## src/rtl/alu_seq_pkg.sv

```systemverilog
// Shared types and helpers for the ALU command sequencer: opcode constants,
// FSM state encoding, flag bit positions and the opcode legality check.
package alu_seq_pkg;

    localparam int DW  = 16;  // operand / result width
    localparam int OPW = 4;   // opcode width
    localparam int FW  = 3;   // flag vector width

    // Flag bit positions within out_flags
    localparam int FLAG_ERR  = 2;
    localparam int FLAG_NEG  = 1;
    localparam int FLAG_ZERO = 0;

    typedef enum logic [OPW-1:0] {
        OP_ADD = 4'b0000,
        OP_SUB = 4'b0001,
        OP_SRA = 4'b0010,
        OP_ROL = 4'b0011,
        OP_AND = 4'b1000,
        OP_OR  = 4'b1001,
        OP_XOR = 4'b1010,
        OP_NOT = 4'b1011,
        OP_SLL = 4'b1100,
        OP_SRL = 4'b1101
    } opcode_e;

    typedef enum logic [2:0] {
        LOAD_A  = 3'd0,
        LOAD_B  = 3'd1,
        LOAD_OP = 3'd2,
        ISSUE   = 3'd3,
        WAIT    = 3'd4,
        DONE    = 3'd5
    } state_e;

    // True for the ten opcodes the ALU core implements
    function automatic logic op_legal(input logic [OPW-1:0] op);
        logic ok;
        case (op)
            OP_ADD, OP_SUB, OP_SRA, OP_ROL,
            OP_AND, OP_OR, OP_XOR, OP_NOT,
            OP_SLL, OP_SRL: ok = 1'b1;
            default:        ok = 1'b0;
        endcase
        return ok;
    endfunction

    // Flags for a result the core actually produced (err is never set here)
    function automatic logic [FW-1:0] result_flags(input logic [DW-1:0] r);
        logic [FW-1:0] f;
        f            = '0;
        f[FLAG_ZERO] = (r == '0);
        f[FLAG_NEG]  = r[DW-1];
        f[FLAG_ERR]  = 1'b0;
        return f;
    endfunction

    // Flags reported for a rejected opcode: error, with a zero result
    function automatic logic [FW-1:0] illegal_flags();
        logic [FW-1:0] f;
        f            = '0;
        f[FLAG_ERR]  = 1'b1;
        f[FLAG_ZERO] = 1'b1;
        return f;
    endfunction

endpackage

```

## src/rtl/alu_seq_if.sv

```systemverilog
// Bus bundle between the sequencer, its command source, the external ALU
// core and the result consumer. The slave side is the sequencer itself.
interface alu_seq_if;
    import alu_seq_pkg::*;

    // command beats in
    logic [DW-1:0]  in_data;
    logic           in_valid;
    logic           in_ready;
    // ALU core side
    logic [DW-1:0]  alu_a;
    logic [DW-1:0]  alu_b;
    logic [OPW-1:0] alu_op;
    logic [DW-1:0]  alu_result;
    // result out
    logic [DW-1:0]  out_result;
    logic [FW-1:0]  out_flags;
    logic           out_valid;
    logic           out_ready;
    logic [DW-1:0]  op_count;

    modport slave (
        input  in_data, in_valid, alu_result, out_ready,
        output in_ready, alu_a, alu_b, alu_op,
               out_result, out_flags, out_valid, op_count
    );

    modport master (
        output in_data, in_valid, alu_result, out_ready,
        input  in_ready, alu_a, alu_b, alu_op,
               out_result, out_flags, out_valid, op_count
    );

endinterface

```

## src/rtl/alu_seq.sv

```systemverilog
// Command sequencer: collects A, B and opcode beats, presents them to an
// external registered ALU core, captures the result with flags and holds it
// until the consumer takes it. Counts accepted results.
module alu_seq
    import alu_seq_pkg::*;
(
    input  logic     clk,
    input  logic     rst,
    alu_seq_if.slave bus
);

    state_e         state_q, state_d;
    logic [DW-1:0]  a_q, b_q, res_q, cnt_q;
    logic [OPW-1:0] op_q;
    logic [FW-1:0]  flags_q;
    logic           in_rdy, out_vld;
    logic           in_fire, out_fire;
    logic           op_ok;

    assign in_fire  = bus.in_valid && in_rdy;
    assign out_fire = out_vld && bus.out_ready;
    assign op_ok    = op_legal(bus.in_data[OPW-1:0]);

    // State register; reset drops any partial command or pending result
    always_ff @(posedge clk or posedge rst) begin
        if (rst) state_q <= LOAD_A;
        else     state_q <= state_d;
    end

    // Next-state: three load beats, then a fixed two-cycle ALU round trip
    always_comb begin
        state_d = state_q;
        case (state_q)
            LOAD_A:  if (in_fire) state_d = LOAD_B;
            LOAD_B:  if (in_fire) state_d = LOAD_OP;
            LOAD_OP: if (in_fire) state_d = op_ok ? ISSUE : DONE;
            ISSUE:   state_d = WAIT;
            WAIT:    state_d = DONE;
            DONE:    if (out_fire) state_d = LOAD_A;
            default: state_d = LOAD_A;
        endcase
    end

    // Handshake outputs decoded purely from state
    always_comb begin
        in_rdy  = 1'b0;
        out_vld = 1'b0;
        case (state_q)
            LOAD_A, LOAD_B, LOAD_OP: in_rdy  = 1'b1;
            DONE:                    out_vld = 1'b1;
            default: ;
        endcase
    end

    // Operand / opcode registers feed the ALU core and stay put until reloaded
    always_ff @(posedge clk or posedge rst) begin
        if (rst) begin
            a_q  <= '0;
            b_q  <= '0;
            op_q <= '0;
        end else if (in_fire) begin
            case (state_q)
                LOAD_A:  a_q  <= bus.in_data;
                LOAD_B:  b_q  <= bus.in_data;
                LOAD_OP: op_q <= bus.in_data[OPW-1:0];
                default: ;
            endcase
        end
    end

    // Result capture: core output at end of WAIT, or error result on an illegal opcode beat
    always_ff @(posedge clk or posedge rst) begin
        if (rst) begin
            res_q   <= '0;
            flags_q <= '0;
        end else if (state_q == WAIT) begin
            res_q   <= bus.alu_result;
            flags_q <= result_flags(bus.alu_result);
        end else if (state_q == LOAD_OP && in_fire && !op_ok) begin
            res_q   <= '0;
            flags_q <= illegal_flags();
        end
    end

    // Completed-result counter, wraps naturally at 16 bits
    always_ff @(posedge clk or posedge rst) begin
        if (rst)           cnt_q <= '0;
        else if (out_fire) cnt_q <= cnt_q + 1'b1;
    end

    assign bus.in_ready   = in_rdy;
    assign bus.out_valid  = out_vld;
    assign bus.alu_a      = a_q;
    assign bus.alu_b      = b_q;
    assign bus.alu_op     = op_q;
    assign bus.out_result = res_q;
    assign bus.out_flags  = flags_q;
    assign bus.op_count   = cnt_q;

endmodule

```

## src/flat_wrapper.sv

```systemverilog
// flat-port wrapper written by rule: the top's interface ports become plain ports
module alu_seq_flat import alu_seq_pkg::*;
  (clk, rst, bus_in_data, bus_in_valid, bus_alu_result, bus_out_ready, bus_in_ready, bus_alu_a, bus_alu_b, bus_alu_op, bus_out_result, bus_out_flags, bus_out_valid, bus_op_count);
  alu_seq_if bus_i ();
  input  logic clk;
  input  logic rst;
  input wire logic [$bits(bus_i.in_data)-1:0] bus_in_data;
  input wire logic [$bits(bus_i.in_valid)-1:0] bus_in_valid;
  input wire logic [$bits(bus_i.alu_result)-1:0] bus_alu_result;
  input wire logic [$bits(bus_i.out_ready)-1:0] bus_out_ready;
  output wire logic [$bits(bus_i.in_ready)-1:0] bus_in_ready;
  output wire logic [$bits(bus_i.alu_a)-1:0] bus_alu_a;
  output wire logic [$bits(bus_i.alu_b)-1:0] bus_alu_b;
  output wire logic [$bits(bus_i.alu_op)-1:0] bus_alu_op;
  output wire logic [$bits(bus_i.out_result)-1:0] bus_out_result;
  output wire logic [$bits(bus_i.out_flags)-1:0] bus_out_flags;
  output wire logic [$bits(bus_i.out_valid)-1:0] bus_out_valid;
  output wire logic [$bits(bus_i.op_count)-1:0] bus_op_count;
  assign bus_i.in_data = bus_in_data;
  assign bus_i.in_valid = bus_in_valid;
  assign bus_i.alu_result = bus_alu_result;
  assign bus_i.out_ready = bus_out_ready;
  assign bus_in_ready = bus_i.in_ready;
  assign bus_alu_a = bus_i.alu_a;
  assign bus_alu_b = bus_i.alu_b;
  assign bus_alu_op = bus_i.alu_op;
  assign bus_out_result = bus_i.out_result;
  assign bus_out_flags = bus_i.out_flags;
  assign bus_out_valid = bus_i.out_valid;
  assign bus_op_count = bus_i.op_count;
  alu_seq u_core (.clk(clk), .rst(rst), .bus(bus_i));
endmodule
```

## config.mk

```make
export PLATFORM = sky130hd
export DESIGN_NAME = alu_seq_flat
export DESIGN_NICKNAME = d
export VERILOG_FILES = /design/src/rtl/alu_seq_pkg.sv /design/src/rtl/alu_seq_if.sv /design/src/rtl/alu_seq.sv /design/src/flat_wrapper.sv
export SDC_FILE = /design/constraint.sdc
export NUM_CORES = 1
export LEC_CHECK = 0
export ABC_AREA = 1
export BUFFER_PORTS_ARGS = -buffer_cell sky130_fd_sc_hd__clkbuf_2
export CORE_MARGIN = 2
export CORE_UTILIZATION = 45
export CTS_CLUSTER_SIZE = 30
export DETAILED_ROUTE_END_ITERATION = 16
export GPL_ROUTABILITY_DRIVEN = 0
export HOLD_SLACK_MARGIN = 0.02
export PLACE_DENSITY = 0.83
export SYNTH_ARGS = -nofsm -noshare
export SYNTH_HDL_FRONTEND = slang
export SYNTH_SLANG_ARGS = --single-unit
```

## constraint.sdc

```tcl
create_clock -name clk -period 3.1 [get_ports clk]
set_clock_uncertainty 0.1 [all_clocks]
set_input_delay 0.31 -clock clk [delete_from_list [all_inputs] [get_ports clk]]
set_output_delay 0.31 -clock clk [all_outputs]
set_load 0.03 [all_outputs]
```

Word level (Yosys, flattened, before mapping)
Memories as Yosys holds them, arrays and structs flattened.
Index checks and enable logic that the tools add are counted.
{"block": "word_totals", "in_bits": 36, "output_inout_bits": 73, "memories": 1, "register_bits": 74, "rom_bits": 16}
{"name": "(name not given)", "depth": 16, "word_bits": 1, "rd": 1, "rd_ports_with_merged_regs": 0, "write_ports": 0, "line_no": "alu_seq_pkg.sv:39", "source": "case (op)"}
{"block": "classes", "addsub": 1, "n_reduce_logical": 13, "muxes": 12, "eq_ne": 9}
{"op": "$mux W16", "n": 2}
{"op": "$mux W3", "n": 7}
{"op": "$pmux W3 S6", "n": 1}
{"op": "$add A16 B1 Y16 const B", "n": 1}
{"op": "$logic_not A16 Y1", "n": 1}
{"op": "$ne A2 B1 Y1 const B", "n": 4}
{"op": "$eq A3 B2 Y1 const B", "n": 2}
{"op": "$eq A3 B3 Y1 const B", "n": 2}
{"op": "$reduce_and A2 Y1", "n": 3}
{"op": "$logic_and A1 B1 Y1", "n": 4}
{"op": "$reduce_and A4 Y1", "n": 1}
{"op": "$eq A3 B1 Y1 const B", "n": 1}
{"op": "$logic_not A3 Y1", "n": 1}
{"op": "$reduce_or A3 Y1", "n": 1}
{"op": "$mux W1", "n": 2}
{"op": "$reduce_bool A2 Y1", "n": 1}
{"op": "$logic_not A1 Y1", "n": 1}

Logic depth before layout (Yosys ltp)
Gate-level depths: netlist of run 1.
{"block": "depth", "word_depth": 8, "ltp_mapped": 8}

Worst setup path before layout of run 1
OpenSTA, ideal clock, no wires.
{"block": "synth_timing", "kind": "register to register", "from": "register u_core.state_q[0]", "to": "register u_core.state_q[1]", "setup_ns": 0.126, "arrival_ns": 1.394, "required_ns": 2.874, "n_path_buf": 1, "stages_incl_launch_ff": 8, "period_less_slack_ns": 1.620, "slack_ns": 1.480, "cell_sequence": "dfrtp_1 buf_2 a21oi_1 nand2_1 nand2_1 inv_1 nand2_1 o21ai_0"}
{"block": "synth_via", "elab_chain_cells": 6, "elab_cells_between_ends": 17}
{"element": "from (decl)", "line_no": "alu_seq.sv:12", "source": "state_e state_q, state_d;"}
{"element": "from (signal assigned)", "line_no": "alu_seq.sv:27", "source": "else state_q <= state_d;"}
{"element": "$eq A3 B1 Y1 (tied with other cells)", "line_no": "alu_seq.sv:48", "source": "case (state_q)"}
{"element": "$reduce_or A3 Y1 (*)", "line_no": "alu_seq.sv:48"}
{"element": "$mux W1 (*)", "line_no": "alu_seq.sv:48"}
{"element": "named net bus_in_ready", "line_no": "flat_wrapper.sv:11", "source": "output wire logic [$bits(bus_i.in_ready)-1:0] bus_in_ready;"}
{"element": "$logic_and A1 B1 Y1 (*)", "line_no": "alu_seq.sv:20", "source": "assign in_fire = bus.in_valid && in_rdy;"}
{"element": "$ne A2 B1 Y1 (no line)"}
{"element": "$reduce_and A4 Y1 (no line) (*)"}
Mark *: on every way through the listed nets, which the timed path passes. The rest lies on a longest branch.
A chain may end at the register's enable or synchronous reset.

Worst setup path after layout of run 1
{"block": "layout_timing", "from": "register u_core.state_q[0]", "to": "register u_core.a_q[4] (netlist: u_core.bus.alu_a[4])"}
{"block": "layout_via", "elab_chain_cells": 5, "elab_cells_between_ends": 7}
{"element": "$eq A3 B1 Y1 (tied with other cells)", "line_no": "alu_seq.sv:48"}
{"element": "$reduce_or A3 Y1", "line_no": "alu_seq.sv:48"}
{"element": "$mux W1", "line_no": "alu_seq.sv:48"}
{"element": "$logic_and A1 B1 Y1", "line_no": "alu_seq.sv:20"}
{"element": "$reduce_and A2 Y1 (no line) (*)"}
{"element": "to (signal assigned)", "line_no": "alu_seq.sv:63", "source": "LOAD_A: a_q <= bus.in_data;"}
{"element": "to (decl)", "line_no": "alu_seq.sv:13", "source": "logic [DW-1:0] a_q, b_q, res_q, cnt_q;"}
Mark *: on every way between the ends. The rest lies on a longest branch, timed or not.

==> summary.txt, run 1 <==
Drt
  • Post-Route WL: 6690 microns
  • Iteration-0 DRC Markers: 88
  • Wire length per cell: 12.4 microns
  • DRC viols: 0
  • Drt first pass iters: 4
  • Vias: 2,623
  • Vias per inst: 4.87
  • DRT antenna net count: 0

CTS
  • Setup Buffers After CTS: 0
  • Hold bufs inserted after CTS: 1
  • CTS tree: done
  • Clock tree buffer depth: 2
  • Root buffer cell: clkbuf_8
  • Total CTS buffers: 9
  • Post_cts resized: 0
  • Clock Sinks: 73
  • Clock slew at the register clock pins of the worst setup and hold paths: 0.09 ns
  • H-tree lvl count: 3
  • Clk Latency, worst-skew pair: 0.34 ns

Die
  • Core area: 6720 sq um
  • FP Rows: 30
  • Die height: around 87 microns
  • Number of top-level pins: 109
  • Initial cell density of the core: 0.461
  • Die ar.: 7560 sq um
  • Die W: 87.0 microns

Yosys
  • Post-synthesis sequential area ratio: 0.590
  • Syn avg cell area: 9.00 sq um
  • EDFF count, synth: 0
  • Register bit count reported by yosys: between 70 and 80
  • Top cells by area, synth: dfrtp_1 59%, nand2_1 9.5%, o21ai_0 9.2%
  • Syn Inst Count: 344
  • Mapped Area: 3100 sq um
  • Commonest cells post-synth: 78 x nand2_1, 73 x dfrtp_1, 57 x o21ai_0
  • Most frequent cell after synthesis: nand2_1
  • Ys flop type: dfrtp_1
  • Async SR Flop Fraction: 1.00
  • Syn Nets: roughly 380
  • Yosys cell types: 24
  • Dominant cell type by area after synthesis: dfrtp_1
  • Synth top area share: 0.590
  • Synth warn: 0

Global route
  • Total track usage: 0.189
  • Total congestion overflow: 0
  • Vias in the first global route: around 2,500
  • First-pass GRT wire length: 11,300 microns
  • Largest net degree at the start of global routing: 43
  • Initial antenna violation count: 0

STA
  • Setup TNS: 0 ns
  • Final setup vio count: 0
  • Peak Freq: 0.475 GHz
  • Tcrit/Tclk final: 0.680
  • RSZ-0062 raised after global routing: false
  • Final worst setup slack: 0.993 ns
  • Hold violation count in the final report: 0
  • Worst-Margin Slew: 0.967 ns
  • Fin. max-slew vios: 0
  • Worst relative slew slack: 0.354
  • Period minus WS final: between 2 and 2.5 ns

Worst setup path
  • Crit-path max FO: 32
  • CP max stage cell: nand3_1
  • Largest stage delay on the critical path: ~0.70 ns
  • Crit. End Element: register
  • Worst Path Class, Setup: reg2reg
  • Crit start category: register
  • Required time worst endpoint: about 3.2 ns
  • Critical-path cell list: nor2_1, nand3_1, o21ai_0
  • WP data arrival: 2.23 ns

Place
  • Hpwl dp: 4920 microns
  • Number of port buffers: 108
  • Pre-CTS setup slack: around 1.0 ns

Run status
  • Status: complete, no violations

Power
  • Pwr dens: 1020 nW/um^2
  • VDD IR-drop max: 0.000555 V
  • Leak pwr: 2.18 nW
  • Total power: 0.00398 W

Layout
  • Layout cells sized above 1: 0.294
  • Nets: 491
  • Fillers: 632
  • Diode count: 0
  • Area delta synth->final: 26.3%

Flow run
  • Max Cap Violations: 0

Min path
  • Worst hold path class: in2reg
[path summary, 6_finish.rpt]
| path | endpoint | slack [ns] | cells past startpoint | start |
|---|---|---|---|---|
| worst max-delay path | u_core.bus.alu_a[4]$_DFFE_PP0P_ | 0.99 | 3 | u_core.state_q[0]$_DFFE_PP0P_ |
| worst min-delay path | u_core.bus.alu_b[5]$_DFFE_PP0P_ | 0.11 | 3 | bus_in_data[5] |
| worst max register to register | u_core.bus.alu_a[4]$_DFFE_PP0P_ | 0.99 | 3 | u_core.state_q[0]$_DFFE_PP0P_ |
| worst min register to register | u_core.bus.alu_b[13]$_DFFE_PP0P_ | 0.39 | 2 | u_core.bus.alu_b[13]$_DFFE_PP0P_ |
| max in group asynchronous | u_core.state_q[1]$_DFFE_PP0P_ | 1.74 | 4 | rst |
| min in group asynchronous | u_core.bus.op_count[5]$_DFFE_PP0P_ | 0.51 | 3 | rst |
[sequential cells by signal, summed over array words and instances (netlist names)]
register / count
u_core.state_q: 3
u_core.bus.alu_a: 16
u_core.bus.out_flags: 3
u_core.bus.out_result: 15
u_core.bus.alu_b: 16
u_core.bus.alu_op: 4
u_core.bus.op_count: 16
[metal layers]
metal | vias up | wire (microns) | GRT usage | share of wire
li1 | 1303 | - | - | -
met1 | 1231 | 2890 | 0.237 | 0.43
met2 | 81 | 3300 | 0.314 | 0.49
met3 | 8 | 438 | 0.0569 | 0.065
met4 | 0 | 56 | 0.0597 | 0.0084
met5 | - | 0 | 0 | 0
[layout make-up]
class	instances	area, sq um	area share
clock buffer	9	124	0.0317
clock inverter	7	77.6	0.0198
inverter	54	203	0.0518
multi-input combinational	205	1000	0.256
sequential	73	1830	0.467
tap	80	100	0.0256
timing repair buffer	111	578	0.148
[worst max-delay path, delay by kind of cell, from the launching register on]
kind | cells | cell delay, ns
AOI/OAI and AO/OA | 1 | 0.50
DFF | 1 | 0.49
and+or+nand+nor | 2 | 0.90
[per-stage QoR]
step | util | instances | area [sq um] | hold slack, ns
after floorplan | - | 344 | 3100 | 0.318
after CTS | 0.582 | 539 | 3910 | 0.0952
after global routing | 0.582 | 539 | 3910 | 0.113
after detailed placement | 0.551 | 522 | 3700 | 0.344
final | 0.582 | 539 | 3910 | 0.108
after global placement | 0.551 | 522 | 3700 | 0.332
[logic make-up after synthesis]
group           synth area share
fa+ha+maj                0.00404
xor+xnor                  0.0311
flops                      0.590
simple gates               0.192
compound gates            0.0970
buf+inv                   0.0865
[cell usage in the layout, fill, tap and decap left out, drive strengths merged, types with 2 or more instances in the layout]
cell,n
dfrtp,73
inv,55
nand4,8
xnor2,4
nand3,24
o21ai,57
nand3b,2
nor2,18
nand2,80
clkbuf,117
clkinv,4
buf,2
xor2,7
a21oi,3
[power by group]
group	internal, W	total (W)	switching (W)
Sequential	0.00131	0.00155	0.000236
Clock	0.000379	0.000754	0.000375
Combinational	0.000460	0.00168	0.00122
Total	0.00215	0.00398	0.00183
Note: power is estimated with default switching activity, not from simulation.
==> inputs of run 2 (changes only) <==
- PLACE_DENSITY: 0.83 -> 0.86
- clock period: 3.1 -> 1.85 ns (I/O delays scaled with it)
==> summary.txt, run 2 (same netlist as run 1, synthesis figures left out) <==
CTS
  • H-tree lvl count: 3
  • Post_cts resized: 0
  • Clk Latency, worst-skew pair: 0.33 ns
  • Clock tree buffer depth: 2
  • CTS tree: done
  • Clock Sinks: 73
  • Total CTS buffers: 9
  • Hold bufs inserted after CTS: 28
  • Setup Buffers After CTS: 0
  • Clock slew at the register clock pins of the worst setup and hold paths: 0.07 ns
  • Root buffer cell: clkbuf_8

Drt
  • Iteration-0 DRC Markers: approximately 120
  • Met2 WL: 3760 microns
  • DR top layer: met4
  • Post-Route WL: 7210 microns
  • M1 wire length: 2980 microns
  • DRT antenna net count: 0
  • Vias: 2,734
  • Wire length per cell: approximately 13 microns
  • Drt first pass iters: 4
  • Met3 wire length: between 300 and 400 microns
  • Vias per inst: ~4.8
  • DRC viols: 0

Worst setup path
  • Worst r2r path cells: 5
  • Reg2Reg Setup Slack: 0.34 ns
  • Crit start category: register
  • Crit-path max FO: 6
  • Worst setup endpoint: bus_out_valid
  • FF-to-FF Start: u_core.state_q[1]$_DFFE_PP0P_
  • WP data arrival: 1.32 ns
  • Required time worst endpoint: 1.56 ns
  • Critical Path Start: u_core.state_q[1]$_DFFE_PP0P_
  • RR Endpoint: u_core.bus.op_count[9]$_DFFE_PP0P_
  • Crit. End Element: primary output
  • Worst Path Class, Setup: reg2out

Die
  • Die height: 87.0 microns
  • Die W: around 87 microns
  • Die ar.: between 7000 and 8000 sq um
  • FP Rows: 30
  • Initial cell density of the core: 0.461
  • Number of top-level pins: 109
  • Core area: 6720 sq um

STA
  • Hold violation count in the final report: 0
  • Worst-Margin Slew: about 0.38 ns
  • RSZ-0062 raised after global routing: false
  • Period minus WS final: 1.60 ns
  • Peak Freq: 0.625 GHz
  • Fin. max-slew vios: 0
  • Worst relative slew slack: 0.747
  • Setup TNS: 0 ns
  • Tcrit/Tclk final: 0.865
  • Final setup vio count: 0

Run status
  • Status: complete, no violations

Layout
  • Commonest non-fill, non-tap cell in the layout: clkbuf_2
  • Layout cells sized above 1: 0.281
  • Area delta synth->final: 36.2%
  • Seq. cell area: 1830 sq um
  • Util after Layout: 0.628
  • Diode count: 0
  • Area occupied by multi-input gates: about 1000 sq um
  • Nets: 520
  • Most frequent cells in the layout: 108 x clkbuf_2, 78 x nand2_1, 73 x dfrtp_1, 57 x o21ai_0, 50 x inv_1
  • Fillers: ~570

Power
  • Total power: 0.00683 W
  • Pwr dens: 1620 nW/um^2
  • Leak pwr: 2.30 nW
  • VDD IR-drop max: 0.000943 V

Global route
  • First-pass GRT wire length: 12,200 microns
  • Initial antenna violation count: 0
  • Total track usage: 0.204
  • Vias in the first global route: 2,728
  • Largest net degree at the start of global routing: 74
  • Total congestion overflow: 0

Place
  • Hpwl dp: 4920 microns
  • Number of port buffers: approximately 110

Min path
  • Worst hold path class: in2reg

Flow run
  • Max Cap Violations: 0
run 2: cell types whose count changed in the layout (fill, tap and decap cells not counted):
| cell | change |
|---|---|
| buf_4 | +2 |
| dlygate4sd3_1 | +27 |
| bufinv_16 | +1 |
| inv_2 | -1 |
| inv_6 | -2 |
| clkinv_2 | +1 |
| clkinvlp_4 | +1 |
run 2: final cells by class:
class                   count  share of cell area
clock inverters             7              0.0225
flip-flops and latches     73               0.433
inverters                  54              0.0489
multi-input cells         205               0.238
clock buffers               9              0.0294
well taps                  80              0.0237
repair buffers            140               0.205
run 2: through the flow:
step	area [sq um]	instances	worst slack (ns)	hold WS, ns
detailed placement	3720	524	0.356	0.214
global route	4220	568	0.155	0.0358
finish	4220	568	0.250	0.0288
CTS	4220	568	0.229	0.0213
global placement	3720	524	0.395	0.206
floorplan	3100	344	0.230	0.193
run 2: critical path, cell delays in order, from the launching register on:
cell and delay, ns:
dfrtp_1 0.44, inv_1 0.15, nand3_1 0.09, inv_1 0.11
clkbuf_2 0.21
run 2: how the worst min path moves through the flow:
| stage | slack (ns) | cells past startpoint | startpoint | to |
|---|---|---|---|---|
| CTS | 0.02 | 3 | bus_in_data[14] | u_core.bus.alu_a[14]$_DFFE_PP0P_ |
| finish | 0.03 | 3 | bus_in_data[14] | u_core.bus.alu_a[14]$_DFFE_PP0P_ |
| floorplan | 0.19 | 1 | bus_in_valid | u_core.state_q[1]$_DFFE_PP0P_ |
| global route | 0.04 | 3 | bus_in_data[14] | u_core.bus.alu_a[14]$_DFFE_PP0P_ |
| global placement | 0.21 | 3 | rst | u_core.bus.op_count[2]$_DFFE_PP0P_ |
| detailed placement | 0.21 | 3 | rst | u_core.bus.op_count[0]$_DFFE_PP0P_ |
run 2: power by group:
group	switching, W	total (W)	leakage, nW	internal [W]
sequential	0.000399	0.00259	0.916	0.00219
combinational	0.00207	0.00289	1.28	0.000819
clock	0.000586	0.00134	0.109	0.000759
run 2: per-layer routing:
metal | GRT usage | up-vias
li1 | - | 1360
met1 | 0.237 | 1285
met2 | 0.367 | 79
met3 | 0.0389 | 10
met4 | 0.0810 | 0
met5 | 0 | -
